File: src/rtl/sh1_pkg.sv
// rtl/sh1_pkg.sv - shared types and constants for the SH-1 instruction fetch unit
package sh1;

    typedef enum logic [1:0] {
        IDLE     = 2'd0,
        REQ      = 2'd1,
        WAIT_RSP = 2'd2,
        DISCARD  = 2'd3
    } fetch_state_e;

    localparam int IFQ_DEPTH_DEFAULT = 4;

    typedef logic [15:0] sh1_op_t;

    function automatic logic [31:0] word_addr(input logic [31:0] a);
        return a & 32'hFFFF_FFFC;
    endfunction

endpackage

File: src/rtl/sh1_ifq.sv
// rtl/sh1_ifq.sv - halfword opcode queue with per-entry PC, up to two pushes and one pop per cycle
module sh1_ifq
    import sh1::*;
#(
    parameter int DEPTH = IFQ_DEPTH_DEFAULT
) (
    input  logic                     clk,
    input  logic                     rst_n,
    input  logic                     flush,
    input  logic                     push0_valid,
    input  sh1_op_t                  push0_data,
    input  logic [31:0]              push0_pc,
    input  logic                     push1_valid,
    input  sh1_op_t                  push1_data,
    input  logic [31:0]              push1_pc,
    input  logic                     pop,
    output logic                     out_valid,
    output sh1_op_t                  out_data,
    output logic [31:0]              out_pc,
    output logic [$clog2(DEPTH):0]   count
);

    localparam int AW = $clog2(DEPTH);
    localparam int CW = AW + 1;

    sh1_op_t       data_q [DEPTH];
    sh1_op_t       data_d [DEPTH];
    logic [31:0]   pc_q   [DEPTH];
    logic [31:0]   pc_d   [DEPTH];
    logic [AW-1:0] rd_ptr_q, rd_ptr_d;
    logic [AW-1:0] wr_ptr_q, wr_ptr_d;
    logic [CW-1:0] count_q, count_d;
    logic [AW-1:0] wr_ptr_next;
    logic [1:0]    n_push;
    logic          do_pop;

    always_comb begin
        data_d      = data_q;
        pc_d        = pc_q;
        rd_ptr_d    = rd_ptr_q;
        wr_ptr_d    = wr_ptr_q;
        count_d     = count_q;
        wr_ptr_next = wr_ptr_q + 1'b1;
        do_pop      = pop && (count_q != '0);
        n_push      = 2'd0;

        if (flush) begin
            rd_ptr_d = '0;
            wr_ptr_d = '0;
            count_d  = '0;
        end else begin
            // the second slot is only meaningful alongside the first
            if (push0_valid) begin
                data_d[wr_ptr_q] = push0_data;
                pc_d[wr_ptr_q]   = push0_pc;
                n_push           = 2'd1;
                if (push1_valid) begin
                    data_d[wr_ptr_next] = push1_data;
                    pc_d[wr_ptr_next]   = push1_pc;
                    n_push              = 2'd2;
                end
            end
            wr_ptr_d = wr_ptr_q + AW'(n_push);
            if (do_pop) begin
                rd_ptr_d = rd_ptr_q + 1'b1;
            end
            count_d = count_q + CW'(n_push) - CW'(do_pop);
        end
    end

    always_ff @(posedge clk or negedge rst_n) begin
        if (!rst_n) begin
            for (int i = 0; i < DEPTH; i++) begin
                data_q[i] <= '0;
                pc_q[i]   <= '0;
            end
            rd_ptr_q <= '0;
            wr_ptr_q <= '0;
            count_q  <= '0;
        end else begin
            data_q   <= data_d;
            pc_q     <= pc_d;
            rd_ptr_q <= rd_ptr_d;
            wr_ptr_q <= wr_ptr_d;
            count_q  <= count_d;
        end
    end

    assign out_valid = (count_q != '0);
    assign out_data  = out_valid ? data_q[rd_ptr_q] : '0;
    assign out_pc    = out_valid ? pc_q[rd_ptr_q]   : '0;
    assign count     = count_q;

endmodule

File: src/rtl/sh1_ifetch.sv
// rtl/sh1_ifetch.sv - SH-1 instruction fetch: single-outstanding word fetcher feeding a halfword queue
module sh1_ifetch
    import sh1::*;
#(
    parameter logic [31:0] RESET_PC  = 32'h0000_0000,
    parameter int          IFQ_DEPTH = IFQ_DEPTH_DEFAULT
) (
    input  logic        clk,
    input  logic        rst_n,
    output logic        imem_req,
    output logic [31:0] imem_addr,
    input  logic        imem_gnt,
    input  logic        imem_rvalid,
    input  logic [31:0] imem_rdata,
    output logic        instr_valid,
    input  logic        instr_ready,
    output logic [15:0] instr,
    output logic [31:0] instr_pc,
    input  logic        redirect_valid,
    input  logic [31:0] redirect_pc
);

    localparam int CW = $clog2(IFQ_DEPTH) + 1;
    localparam int LW = CW + 1;

    fetch_state_e  state_q, state_d;
    logic [31:0]   fetch_pc_q, fetch_pc_d;
    logic [31:0]   fetch_word;
    logic [31:0]   redirect_target;
    logic          push0_valid, push1_valid;
    sh1_op_t       push0_data, push1_data;
    logic [31:0]   push0_pc, push1_pc;
    logic          ifq_pop;
    logic [CW-1:0] ifq_count;
    logic [LW-1:0] level;
    logic          room_now;

    assign fetch_word      = word_addr(fetch_pc_q);
    assign redirect_target = redirect_pc & 32'hFFFF_FFFE;
    assign ifq_pop         = instr_valid && instr_ready;
    // a new request needs two free slots, since one word may yield two halfwords
    assign room_now        = (ifq_count <= CW'(IFQ_DEPTH - 2));

    always_comb begin
        state_d     = state_q;
        fetch_pc_d  = fetch_pc_q;
        push0_valid = 1'b0;
        push1_valid = 1'b0;
        push0_data  = imem_rdata[15:0];
        push0_pc    = fetch_pc_q;
        push1_data  = imem_rdata[15:0];
        push1_pc    = fetch_word + 32'd2;
        level       = '0;

        if (!fetch_pc_q[1]) begin
            push0_data = imem_rdata[31:16];
            push0_pc   = fetch_word;
        end

        case (state_q)
            IDLE: begin
                if (redirect_valid) begin
                    fetch_pc_d = redirect_target;
                end else if (room_now) begin
                    state_d = REQ;
                end
            end
            REQ: begin
                if (redirect_valid) begin
                    fetch_pc_d = redirect_target;
                    // a grant in the redirect cycle still produces a response to throw away
                    state_d    = imem_gnt ? DISCARD : REQ;
                end else if (imem_gnt) begin
                    state_d = WAIT_RSP;
                end
            end
            WAIT_RSP: begin
                if (redirect_valid) begin
                    fetch_pc_d = redirect_target;
                    state_d    = imem_rvalid ? REQ : DISCARD;
                end else if (imem_rvalid) begin
                    push0_valid = 1'b1;
                    push1_valid = !fetch_pc_q[1];
                    fetch_pc_d  = fetch_word + 32'd4;
                    level       = {1'b0, ifq_count} + LW'(fetch_pc_q[1] ? 1 : 2) - LW'(ifq_pop);
                    state_d     = (level <= LW'(IFQ_DEPTH - 2)) ? REQ : IDLE;
                end
            end
            DISCARD: begin
                if (redirect_valid) begin
                    fetch_pc_d = redirect_target;
                end
                if (imem_rvalid) begin
                    state_d = REQ;
                end
            end
            default: state_d = IDLE;
        endcase
    end

    always_ff @(posedge clk or negedge rst_n) begin
        if (!rst_n) begin
            state_q    <= IDLE;
            fetch_pc_q <= RESET_PC;
        end else begin
            state_q    <= state_d;
            fetch_pc_q <= fetch_pc_d;
        end
    end

    assign imem_req  = (state_q == REQ);
    assign imem_addr = imem_req ? fetch_word : 32'h0;

    sh1_ifq #(
        .DEPTH(IFQ_DEPTH)
    ) u_ifq (
        .clk         (clk),
        .rst_n       (rst_n),
        .flush       (redirect_valid),
        .push0_valid (push0_valid),
        .push0_data  (push0_data),
        .push0_pc    (push0_pc),
        .push1_valid (push1_valid),
        .push1_data  (push1_data),
        .push1_pc    (push1_pc),
        .pop         (ifq_pop),
        .out_valid   (instr_valid),
        .out_data    (instr),
        .out_pc      (instr_pc),
        .count       (ifq_count)
    );

endmodule

File: config.mk
export PLATFORM = sky130hd
export DESIGN_NAME = sh1_ifetch
export DESIGN_NICKNAME = d
export VERILOG_FILES = /design/src/rtl/sh1_pkg.sv /design/src/rtl/sh1_ifq.sv /design/src/rtl/sh1_ifetch.sv
export SDC_FILE = /design/constraint.sdc
export NUM_CORES = 1
export LEC_CHECK = 0
export BUFFER_PORTS_ARGS = -buffer_cell sky130_fd_sc_hd__clkbuf_2
export CAP_MARGIN = 20
export CORE_UTILIZATION = 40
export CTS_BUF_LIST = sky130_fd_sc_hd__clkbuf_16
export CTS_CLUSTER_DIAMETER = 80
export CTS_CLUSTER_SIZE = 14
export DETAILED_ROUTE_END_ITERATION = 6
export PLACE_DENSITY_LB_ADDON = 0.08
export SLEW_MARGIN = 5
export SYNTH_ARGS = -nofsm -noshare
export SYNTH_HDL_FRONTEND = slang
export SYNTH_SLANG_ARGS = --single-unit
File: constraint.sdc
create_clock -name clk -period 2.3 [get_ports clk]
set_clock_uncertainty 0.05 [all_clocks]
set_input_delay 0.575 -clock clk [delete_from_list [all_inputs] [get_ports clk]]
set_output_delay 0.575 -clock clk [all_outputs]
set_load 0.005 [all_outputs]
# Word level (Yosys, flattened, before mapping)
# Index checks and enable logic that the tools add are counted.
# W data, S select, Z words.
word_totals:
  regBits: 233
  input_bits: 70
  output_inout_bits: 82
  word_cells: 108
classes:
  addsub: 9
  order_cmp: 7
  n_eq_ne: 9
  n_mux: 54
  n_bitwise: 4
  n_reduce_logical: 12
op_table:
  columns: ["op", "n"]
  rows:
  - ["$mux W32", 9]
  - ["$bwmux W128", 2]
  - ["$bwmux W64", 2]
  - ["$demux W32 S2", 2]
  - ["$mux W128", 1]
  - ["$mux W16", 6]
  - ["$bmux W32 S2", 1]
  - ["$demux W16 S2", 2]
  - ["$mux W64", 1]
  - ["$pmux W32 S2", 1]
  - ["$mux W2", 17]
  - ["$add A32 B2 Y32 const B", 1]
  - ["$add A32 B3 Y32 const B", 1]
  - ["$bmux W16 S2", 1]
  - ["$ge A3 B3 Y1 const B", 3]
  - ["$not A2 Y3", 3]
  - ["$pmux W2 S4", 1]
  - ["$mux W1", 7]
  - ["$lt A3 B1 Y1 const B", 2]
  - ["$ne A2 B2 Y1 const B", 3]
  - ["$reduce_and A5 Y1", 1]
  - ["$add A2 B1 Y2 const B", 2]
  - ["$add A3 B2 Y4", 1]
  - ["$eq A2 B2 Y1 const B", 2]
  - ["19 further kinds", 23]

# Logic depth before layout (Yosys ltp)
# Gate-level depths: netlist of run 1.
depth:
  word_depth: 10
  depth_mapped: 11
  mapped_depth_nobuf: 10

# Cells and area by module
# From an unflattened synthesis of run 1, not the netlist that was laid out.
hier_totals:
  hier_cells: 1238
  area_unflattened_um2: 13275.2
modules_own_cells:
  columns: ["mod", "instances", "cells_per_inst", "area_per_inst_um2", "seq_area_each_um2"]
  rows:
  - ["sh1_ifq", 1, 921, 10622.7, 4979.8]
  - ["sh1_ifetch", 1, 317, 2652.5, 825.8]

# Worst setup path after synthesis of run 1
# No wires, ideal clock.
synth_timing:
  path_type: "input port to flip-flop"
  from: "in imem_rvalid"
  to: "reg u_ifq.count_q[2], in the netlist u_ifq.count[2]"
  setup_time_ns: 0.132
  t_arrival_ns: 2.336
  t_required_ns: 2.118
  path_slack_ns: -0.218
  path_stages: 10
  path_buffers: 2
  path_cell_list: "clkbuf_2 -> nor4bb_1 -> clkbuf_1 -> inv_1 -> ha_1 -> inv_1 -> fa_1 -> xnor2_1 -> xnor2_1 -> nor2_1"
synth_via:
  elab_chain_cells: 9
  elab_cells_between_ends: 12
  classes_between: "2 x add/sub; 10 x mux"
synth_lines:
  columns: ["item", "line", "rtl"]
  rows:
  - ["start, declared", "sh1_ifetch.sv:13", "input logic imem_rvalid,"]
  - ["$mux W1", "sh1_ifetch.sv:81", "end else if (imem_rvalid) begin"]
  - ["$mux W1", "sh1_ifetch.sv:78", "if (redirect_valid) begin"]
  - ["$mux W1", "sh1_ifetch.sv:60", "case (state_q)"]
  - ["$mux W2", "sh1_ifq.sv:57", "if (push1_valid) begin"]
  - ["$mux W2 *", "sh1_ifq.sv:53", "if (push0_valid) begin"]
  - ["$mux W2 *", "sh1_ifq.sv:47", "if (flush) begin"]
  - ["$add A3 B2 Y3 *", "sh1_ifq.sv:67", "count_d = count_q + CW'(n_push) - CW'(do_pop);"]
  - ["$sub A3 B1 Y3 *", "sh1_ifq.sv:67", null]
  - ["$mux W3 *", "sh1_ifq.sv:47", null]
  - ["via u_ifq.count_d[2]", "sh1_ifq.sv:32", "logic [CW-1:0] count_q, count_d;"]
  - ["end signal, assigned", "sh1_ifq.sv:85", "count_q <= count_d;"]
  - ["end, declared", "sh1_ifq.sv:32", null]
# Mark *: on every way through the listed nets, which the timed path passes. The rest lies on a longest branch. The select of a mux whose other input is x is not followed.
# A chain may end at the register's enable or synchronous reset.

# Final worst setup path of run 1
layout_timing:
  from: "reg u_ifq.rd_ptr_q[0]"
  to: "out instr[14]"
layout_via:
  elab_chain_cells: 5
layout_lines:
  columns: ["item", "line", "rtl"]
  rows:
  - ["start, declared", "sh1_ifq.sv:30", "logic [AW-1:0] rd_ptr_q, rd_ptr_d;"]
  - ["start signal, assigned", "sh1_ifq.sv:83", "rd_ptr_q <= rd_ptr_d;"]
  - ["$not A2 Y3 (implied by the code)", "sh1_ifq.sv:90", "assign out_data = out_valid ? data_q[rd_ptr_q] : '0;"]
  - ["$bmux W16 S2", "sh1_ifq.sv:90", null]
  - ["$mux W16 (implied by the code) (2 in series)", "sh1_ifq.sv:90", null]
  - ["$mux W16", "sh1_ifq.sv:90", null]
  - ["end, declared", "sh1_ifetch.sv:17", "output logic [15:0] instr,"]
# Every way passes these cells. The select of a mux whose other input is x is not followed.

==> run summary, run 1 <==
* largest net degree at the start of global routing: 51
* drt drc: 0
* CTS tree: yes
* number of design-rule violations left by the first detailed-router iteration: 685
* maxcap violations: 0
* synthesized area per cell: 10.5 sq um
* dpl hpwl: 22500 microns
* total standard cell area after synthesis: 0.0119 sq mm
* number of flops mapped to enable cells by yosys: 0
* synth-to-layout area growth: 27.1%
* Clock Latency Late Sink: 0.51 ns
* yosys warns: 0
* cell total after placement: 1658
* Die Width: 174 microns
* unrepaired setup endpoints after global routing: true
* met2 track demand over resource in global routing: 0.374
* Final Cycle Share: 1.16
* Setup CP Type: reg2out
* antenna violations before repair: 2
* maximum buffer depth of the clock tree: 3
* Placeable Area: 0.0290 sq mm
* final critical-path required period: 2.67 ns
* global placement routability congestion: 0.804
* Leak Pwr: 7.10 nW
* smallest hold slack: 0.232 ns
* Setup violations, final: 64
* Port Buffers: 148
* number of different library cells in the post-synthesis netlist: 57
* launching element type of the critical path: flip-flop
* total power density per cell area: 1040 mW/mm^2
* final layout net count: 1408
* share of flip-flops with an asynchronous set or reset after synthesis: 1.00
* Detail Route Antenna Nets: 0
* cell type contributing the most total cell area after synthesis: dfrtp_1
* clock-pin slew reported for the worst setup and hold paths after clock tree synthesis: 0.07 ns
* GRT Resource Usage Total: 0.237
* violations in the final reports: negative setup slack
* total number of vias: 9371
* buffer cell driving the clock tree root: clkbuf_16
* Most Used Layer, Global Route: met2
* register-to-register path setup slack: -0.23 ns
* Post-Synthesis Cells: 1128
* max-slew violation total from the final report: 0
* initial core utilization: 0.410
* arrival time at the worst endpoint: 2.05 ns
* Synth area leaders: dfrtp_1, mux4_2, nand2_1
* Sink Count: 232
* result of the run: finished, violations left
* peak supply drop: 0.000539 V
* aggregate global routing overflow: 0
* slowest stage delay, CP: 0.49 ns
* first-pass GRT wire length: 55800 microns
* Worst Setup Slack, final: -0.374 ns
* endpoint type of the worst setup path: output port
* timing-limited maximum frequency: 374 MHz
* required time of the critical path: 1.67 ns
* met3 GRT Util: 0.0282
* # H-tree levels: 1
* global routing usage on met1: 0.348
* number of non-filler instances in the completed layout: 1708
* series of cell instances along the critical path: buf_12 > clkbuf_16 > mux4_2 > and2_4 > clkbuf_2
* detail-routed net length per standard cell: 21.1 microns
* combined area of the multi-input logic cells: 0.00586 sq mm
* average vias per placed instance: 5.49
* number of global-route vias before repair: 9545
* worst min-delay path class: in2reg
* predominant post-synthesis flop cell: dfrtp_1
* DIE AREA: 0.0304 sq mm
* crit-path max FO: 5
* number of rows created at floorplan: 62
* fraction of post-synthesis cell area in the top cell type by area: 0.488
* fraction of layout instances using a drive strength above 1: 0.379
* Inserted Clock Buffers: 20
* cell at the slowest stage of the critical path: mux4_2
* die outline height: 174 microns
* iteration count of the initial detailed-routing pass: 4
* count of endpoints failing hold in the final timing report: 0
* Ports: 152
* final total negative setup slack: -16.95 ns
* drt total wl: 36100 microns
* register area: 0.00581 sq mm
* fraction of the yosys area taken by sequential cells: 0.488
* post-synthesis sequential element count: 232
* fillcell total: 2643
[Yosys cell counts (all sizes together), types with 3 or more instances]
| cell | instances |
|---|---|
| o22ai | 33 |
| buf | 28 |
| mux4 | 48 |
| o21ai | 24 |
| nand2 | 200 |
| or3 | 6 |
| mux2i | 16 |
| o21a | 4 |
| nor3 | 6 |
| o211a | 3 |
| xnor2 | 12 |
| nor2 | 56 |
| nand4 | 12 |
| clkbuf | 76 |
| dfrtp | 232 |
| or2 | 3 |
| o22a | 16 |
| mux2 | 63 |
| nand3 | 13 |
| inv | 24 |
| o31ai | 9 |
| nor2b | 6 |
| a21oi | 50 |
| and2 | 85 |
| ha | 14 |
| o211ai | 6 |
| o31a | 3 |
| or4 | 19 |
| xor2 | 5 |
| nor4 | 6 |
| a221o | 15 |
| a31oi | 11 |
[timing repair]
action / 4_1_cts / 5_1_grt
cloned: 3 / 5
endpoints found under the hold margin: 44 / 0
hold buffers: 1 / 0
endpoints found under the setup margin: 86 / 99
buffers inserted: 19 / 4
pin swaps: 10 / 48
gates resized for setup: 49 / 86
[final cells by class]
cell class / instances / share of cell area
clock buffer: 21 / 0.0348
inverter: 24 / 0.00629
sequential: 232 / 0.385
antenna: 1 / 0.000166
tap: 384 / 0.0318
clock inverter: 2 / 0.000828
multi-input combinational: 769 / 0.388
timing repair buffer: 275 / 0.154
[layout by cell type (no fill, tap or decap), types with 9 or more instances in the layout]
master     Yosys  final
mux2_2        63     62
dfrtp_1      232    230
nand3_1       13     12
or4_1         19     17
inv_1         24     18
buf_4          2     79
and2_4         0     59
o31ai_1        9      9
xnor2_1       12     11
mux4_2        48     48
o22a_1        16     16
o21ai_0       23     22
a221o_1       15     15
clkbuf_16      0     25
and2_1        85     26
mux2i_1       16     16
o22ai_1       33     33
buf_12         0     28
ha_1          14     10
a31oi_1       11     11
nor2_1        56     56
nand4_1       11     11
a21oi_1       50     50
nand2_1      200    199
buf_6          0     30
clkbuf_2       3    128
[cells by family (layout without fill, tap and decap cells)]
| kind of cell | Yosys count | in the layout | share of synthesized area |
|---|---|---|---|
| simple gates | 423 | 423 | 0.171 |
| flops | 232 | 232 | 0.488 |
| compound gates | 184 | 184 | 0.102 |
| buf+inv | 128 | 322 | 0.0437 |
| mux | 127 | 127 | 0.164 |
| xor+xnor | 17 | 17 | 0.0125 |
| fa+ha+maj | 16 | 16 | 0.0181 |
| other cells | 1 | 3 | 0.000315 |
[where the power goes]
part | internal [W] | leakage, nW | total (W) | switching (W)
Sequential | 0.00496 | 3.04 | 0.00548 | 0.000520
Clock | 0.00162 | 0.268 | 0.00310 | 0.00148
Combinational | 0.00420 | 3.79 | 0.00717 | 0.00297
[final timing paths]
check	from	endpoint	cells after the start
worst max-delay path	u_ifq.rd_ptr_q[0]$_DFFE_PN0P_	instr[14]	5
worst min-delay path	redirect_pc[2]	fetch_pc_q[2]$_DFFE_PN0P_	3
worst max register to register	u_ifq.count[1]$_DFF_PN0_	state_q[0]$_DFFE_PN0P_	10
worst min register to register	u_ifq.pc_q[44]$_DFFE_PN0P_	u_ifq.pc_q[44]$_DFFE_PN0P_	2
max in group asynchronous	rst_n	u_ifq.pc_q[78]$_DFFE_PN0P_	3
min in group asynchronous	rst_n	u_ifq.data_q[34]$_DFFE_PN0P_	2
[stage by stage]
stage	worst slack [ns]	instance area [sq um]	power, W	utilization
final	-0.374	15100	0.0157	0.521
after global routing	-0.425	15100	0.0166	0.521
after CTS	-0.428	14700	0.0151	0.508
after detailed placement	-0.257	13800	0.0111	0.475
after global placement	-0.218	13800	0.0110	0.475
after floorplan	-0.0847	11900	0.00881	-
[per-layer routing]
metal	part of all wire	vias up
li1	-	4351
met1	0.47	4745
met2	0.47	235
met3	0.041	40
met4	0.017	0
met5	0	-
[registers in the layout (all words and copies together) (netlist names)]
register	cells
u_ifq.data_q	64
fetch_pc_q	31
u_ifq.wr_ptr_q	2
u_ifq.pc_q	128
u_ifq.count	3
u_ifq.rd_ptr_q	2
state_q	2
[worst max-delay path: cells and delay by family, from the launching register on]
family | cells | cell delay [ns]
buffers and inverters | 3 | 0.41
flip-flops | 1 | 0.47
multiplexers | 1 | 0.49
AND/OR/NAND/NOR | 1 | 0.15
(Power assumes the default switching activity.)
==> run 2, diff against run 1 <==
- REMOVE_ABC_BUFFERS: default -> 1
==> run 2 against run 1 <==
Against the previous run: clock power up 2%; design area up 1.8%; combinational power rose by 6.0%; largest cell class unchanged; global-route usage grew 0.37 points; sequential share of layout area shrank 0.68 points; final cell count rose by 1.2%; the flow still finishes with violations (negative setup slack); worst hold slack got worse by 0.027 ns; non-clock buffer count grew 19; sequential power is essentially flat.
==> run summary, run 2 (synthesized netlist as in run 1, its figures left out) <==
* arrival time at the worst endpoint: 2.07 ns, was 2.05 ns
* Placeable Area: 0.0290 sq mm, unchanged
* number of rows created at floorplan: 62, unchanged
* launching element of the worst setup path: u_ifq.rd_ptr_q[0]$_DFFE_PN0P_, unchanged
* fraction of layout instances using a drive strength above 1: 0.393, was 0.379
* clock-pin slew reported for the worst setup and hold paths after clock tree synthesis: 0.08 ns, was 0.07 ns
* number of design-rule violations left by the first detailed-router iteration: 642, was 685
* series of cell instances along the critical path: buf_12 > mux4_2 > and2_1 > clkbuf_2, was buf_12 > clkbuf_16 > mux4_2 > and2_4 > clkbuf_2
* largest net degree at the start of global routing: 52, was 51
* Inserted Clock Buffers: 20, unchanged
* dpl hpwl: 22900 microns, was 22500 microns
* Sink Count: 232, unchanged
* drt total wl: 37400 microns, was 36100 microns
* final critical-path required period: 2.70 ns, was 2.67 ns
* largest reg by FF count: u_ifq.pc_q, unchanged
* Detail Route Antenna Nets: 0, unchanged
* average vias per placed instance: 5.48, was 5.49
* Setup violations, final: 77, was 64
* fillcell total: 2623, was 2643
* Die Width: 174 microns, unchanged
* final total negative setup slack: -18.59 ns, was -16.95 ns
* measured slew at the worst slew-check pin: 0.655 ns
* Placement Setup Slack: -0.236 ns, was -0.257 ns
* Slew headroom: 0.563
* Setup CP Type: reg2out, unchanged
* Worst Setup Slack, final: -0.398 ns, was -0.374 ns
* final design instance area without fill: 0.0154 sq mm, was 0.0151 sq mm
* crit-path max FO: 9, was 5
* total number of vias: 9476, was 9371
* die outline height: 174 microns, unchanged
* drt drc: 0, unchanged
* GRT Resource Usage Total: 0.241, was 0.237
* flip-flop count of the largest register after layout: 128, unchanged
* detail-routed net length per standard cell: 21.7 microns, was 21.1 microns
* total power density per cell area: 1050 mW/mm^2, was 1040 mW/mm^2
* max-slew violation total from the final report: 0, unchanged
* Final Cycle Share: 1.17, was 1.16
* synth-to-layout area growth: 29.4%, was 27.1%
* maxcap violations: 0, unchanged
* count of endpoints failing hold in the final timing report: 0, unchanged
* violations in the final reports: negative setup slack, unchanged
* Ports: 152, unchanged
* peak supply drop: 0.000448 V, was 0.000539 V
* unrepaired setup endpoints after global routing: true, unchanged
* worst min-delay path class: in2reg, unchanged
* result of the run: finished, violations left, unchanged
* DIE AREA: 0.0304 sq mm, unchanged
* launch instance of the worst min-delay path: redirect_pc[3], was redirect_pc[2]
* Leak Pwr: 7.22 nW, was 7.10 nW
* leading registers by flop count: u_ifq.pc_q: 128 flops, u_ifq.data_q: 64 flops, fetch_pc_q: 31 flops, unchanged
* CTS tree: yes, unchanged
* aggregate global routing overflow: 0, unchanged
* launching element type of the critical path: flip-flop, unchanged
* first-pass GRT wire length: 56200 microns, was 55800 microns
* cell total after placement: 1670, was 1658
* initial core utilization: 0.410, unchanged
* Core Util, Final: 0.530, was 0.521
* number of antenna repair diodes: 0, was 1
* timing-limited maximum frequency: 371 MHz, was 374 MHz
* cell at the slowest stage of the critical path: mux4_2, unchanged
* buffer cell driving the clock tree root: clkbuf_16, unchanged
* # H-tree levels: 1, unchanged
* required time of the critical path: 1.67 ns, about the same
* RR Startpoint: u_ifq.count[1]$_DFF_PN0_, unchanged
* dpl cell area: 0.0139 sq mm, was 0.0138 sq mm
* antenna violations before repair: 0, was 2
* most used cells in the layout excluding fill and tap cells: dfrtp_1, nand2_1, clkbuf_2, buf_4, mux2_2, unchanged
* slowest stage delay, CP: 0.55 ns, was 0.49 ns
* endpoint type of the worst setup path: output port, unchanged
* maximum buffer depth of the clock tree: 3, unchanged
* number of global-route vias before repair: 9497, was 9545
* iteration count of the initial detailed-routing pass: 5, was 4
* number of non-filler instances in the completed layout: 1729, was 1708
* Port Buffers: 148, unchanged
* leading cell type in the layout, fill and taps excluded: dfrtp_1, unchanged
* Clock Latency Late Sink: 0.52 ns, was 0.51 ns
* final layout net count: 1428, was 1408
* global placement routability congestion: 0.818, was 0.804
## run 2: cell count changes in the layout (fill, tap and decap cells not counted), moves of 2 or more
| cell | previous run | this run |
|---|---|---|
| and2_1 | 26 | 24 |
| clkbuf_2 | 128 | 123 |
| o31ai_2 | 0 | 2 |
| o31ai_1 | 9 | 7 |
| or4_4 | 2 | 4 |
| buf_12 | 28 | 32 |
| buf_4 | 79 | 96 |
| or4_1 | 17 | 15 |
| buf_6 | 30 | 34 |
| clkinvlp_4 | 0 | 2 |
## run 2: metal layers
layer | share of wire | global-route usage
met1 | 0.46 | 0.355
met2 | 0.47 | 0.379
met3 | 0.050 | 0.0317
met4 | 0.016 | 0.0501
met5 | 0 | 0
## run 2: critical path: cells and delay by family (launching register included)
family / cells / cell delay (ns)
muxes: 1 / 0.55
buffers and inverters: 2 / 0.28
and+or+nand+nor: 1 / 0.18
DFF: 1 / 0.54
## run 2: through the flow
step / total power (W) / hold WS, ns
after floorplan: 0.00869 / 0.229
after global placement: 0.0110 / 0.403
after detailed placement: 0.0111 / 0.409
after CTS: 0.0153 / 0.199
after global routing: 0.0171 / 0.211
final: 0.0162 / 0.205
## run 2: area by class of cell
class,instances,area [sq um],area share
well taps,384,480,0.0312
flip-flops and latches,232,5810,0.378
repair buffers,294,2540,0.165
clock inverters,4,18.8,0.00122
inverters,24,101,0.00659
clock buffers,21,526,0.0342
multi-input cells,770,5900,0.384
## run 2: timing repair
item | CTS | global route
hold buffers | 1 | 0
pin swaps | 11 | 49
setup endpoints to repair | 83 | 135
cloned | 6 | 5
resized for setup | 51 | 103
buffers inserted | 11 | 18
hold endpoints to repair | 45 | 0
## run 2: path summary, 6_finish.rpt
kind	end	slack (ns)	cells past startpoint
hold / removal	fetch_pc_q[3]$_DFFE_PN0P_	0.21	3
min in group asynchronous	u_ifq.data_q[17]$_DFFE_PN0P_	0.54	2
hold reg to reg	u_ifq.pc_q[6]$_DFFE_PN0P_	0.42	2
setup / recovery	instr_pc[13]	-0.40	4
max in group asynchronous	u_ifq.pc_q[92]$_DFFE_PN0P_	1.02	3
setup reg to reg	state_q[0]$_DFFE_PN0P_	-0.13	10
## run 2: power breakdown
group | internal [W] | total, W | switching (W)
clock | 0.00162 | 0.00316 | 0.00154
combinational | 0.00442 | 0.00760 | 0.00318
sequential | 0.00496 | 0.00547 | 0.000509
total | 0.0110 | 0.0162 | 0.00522
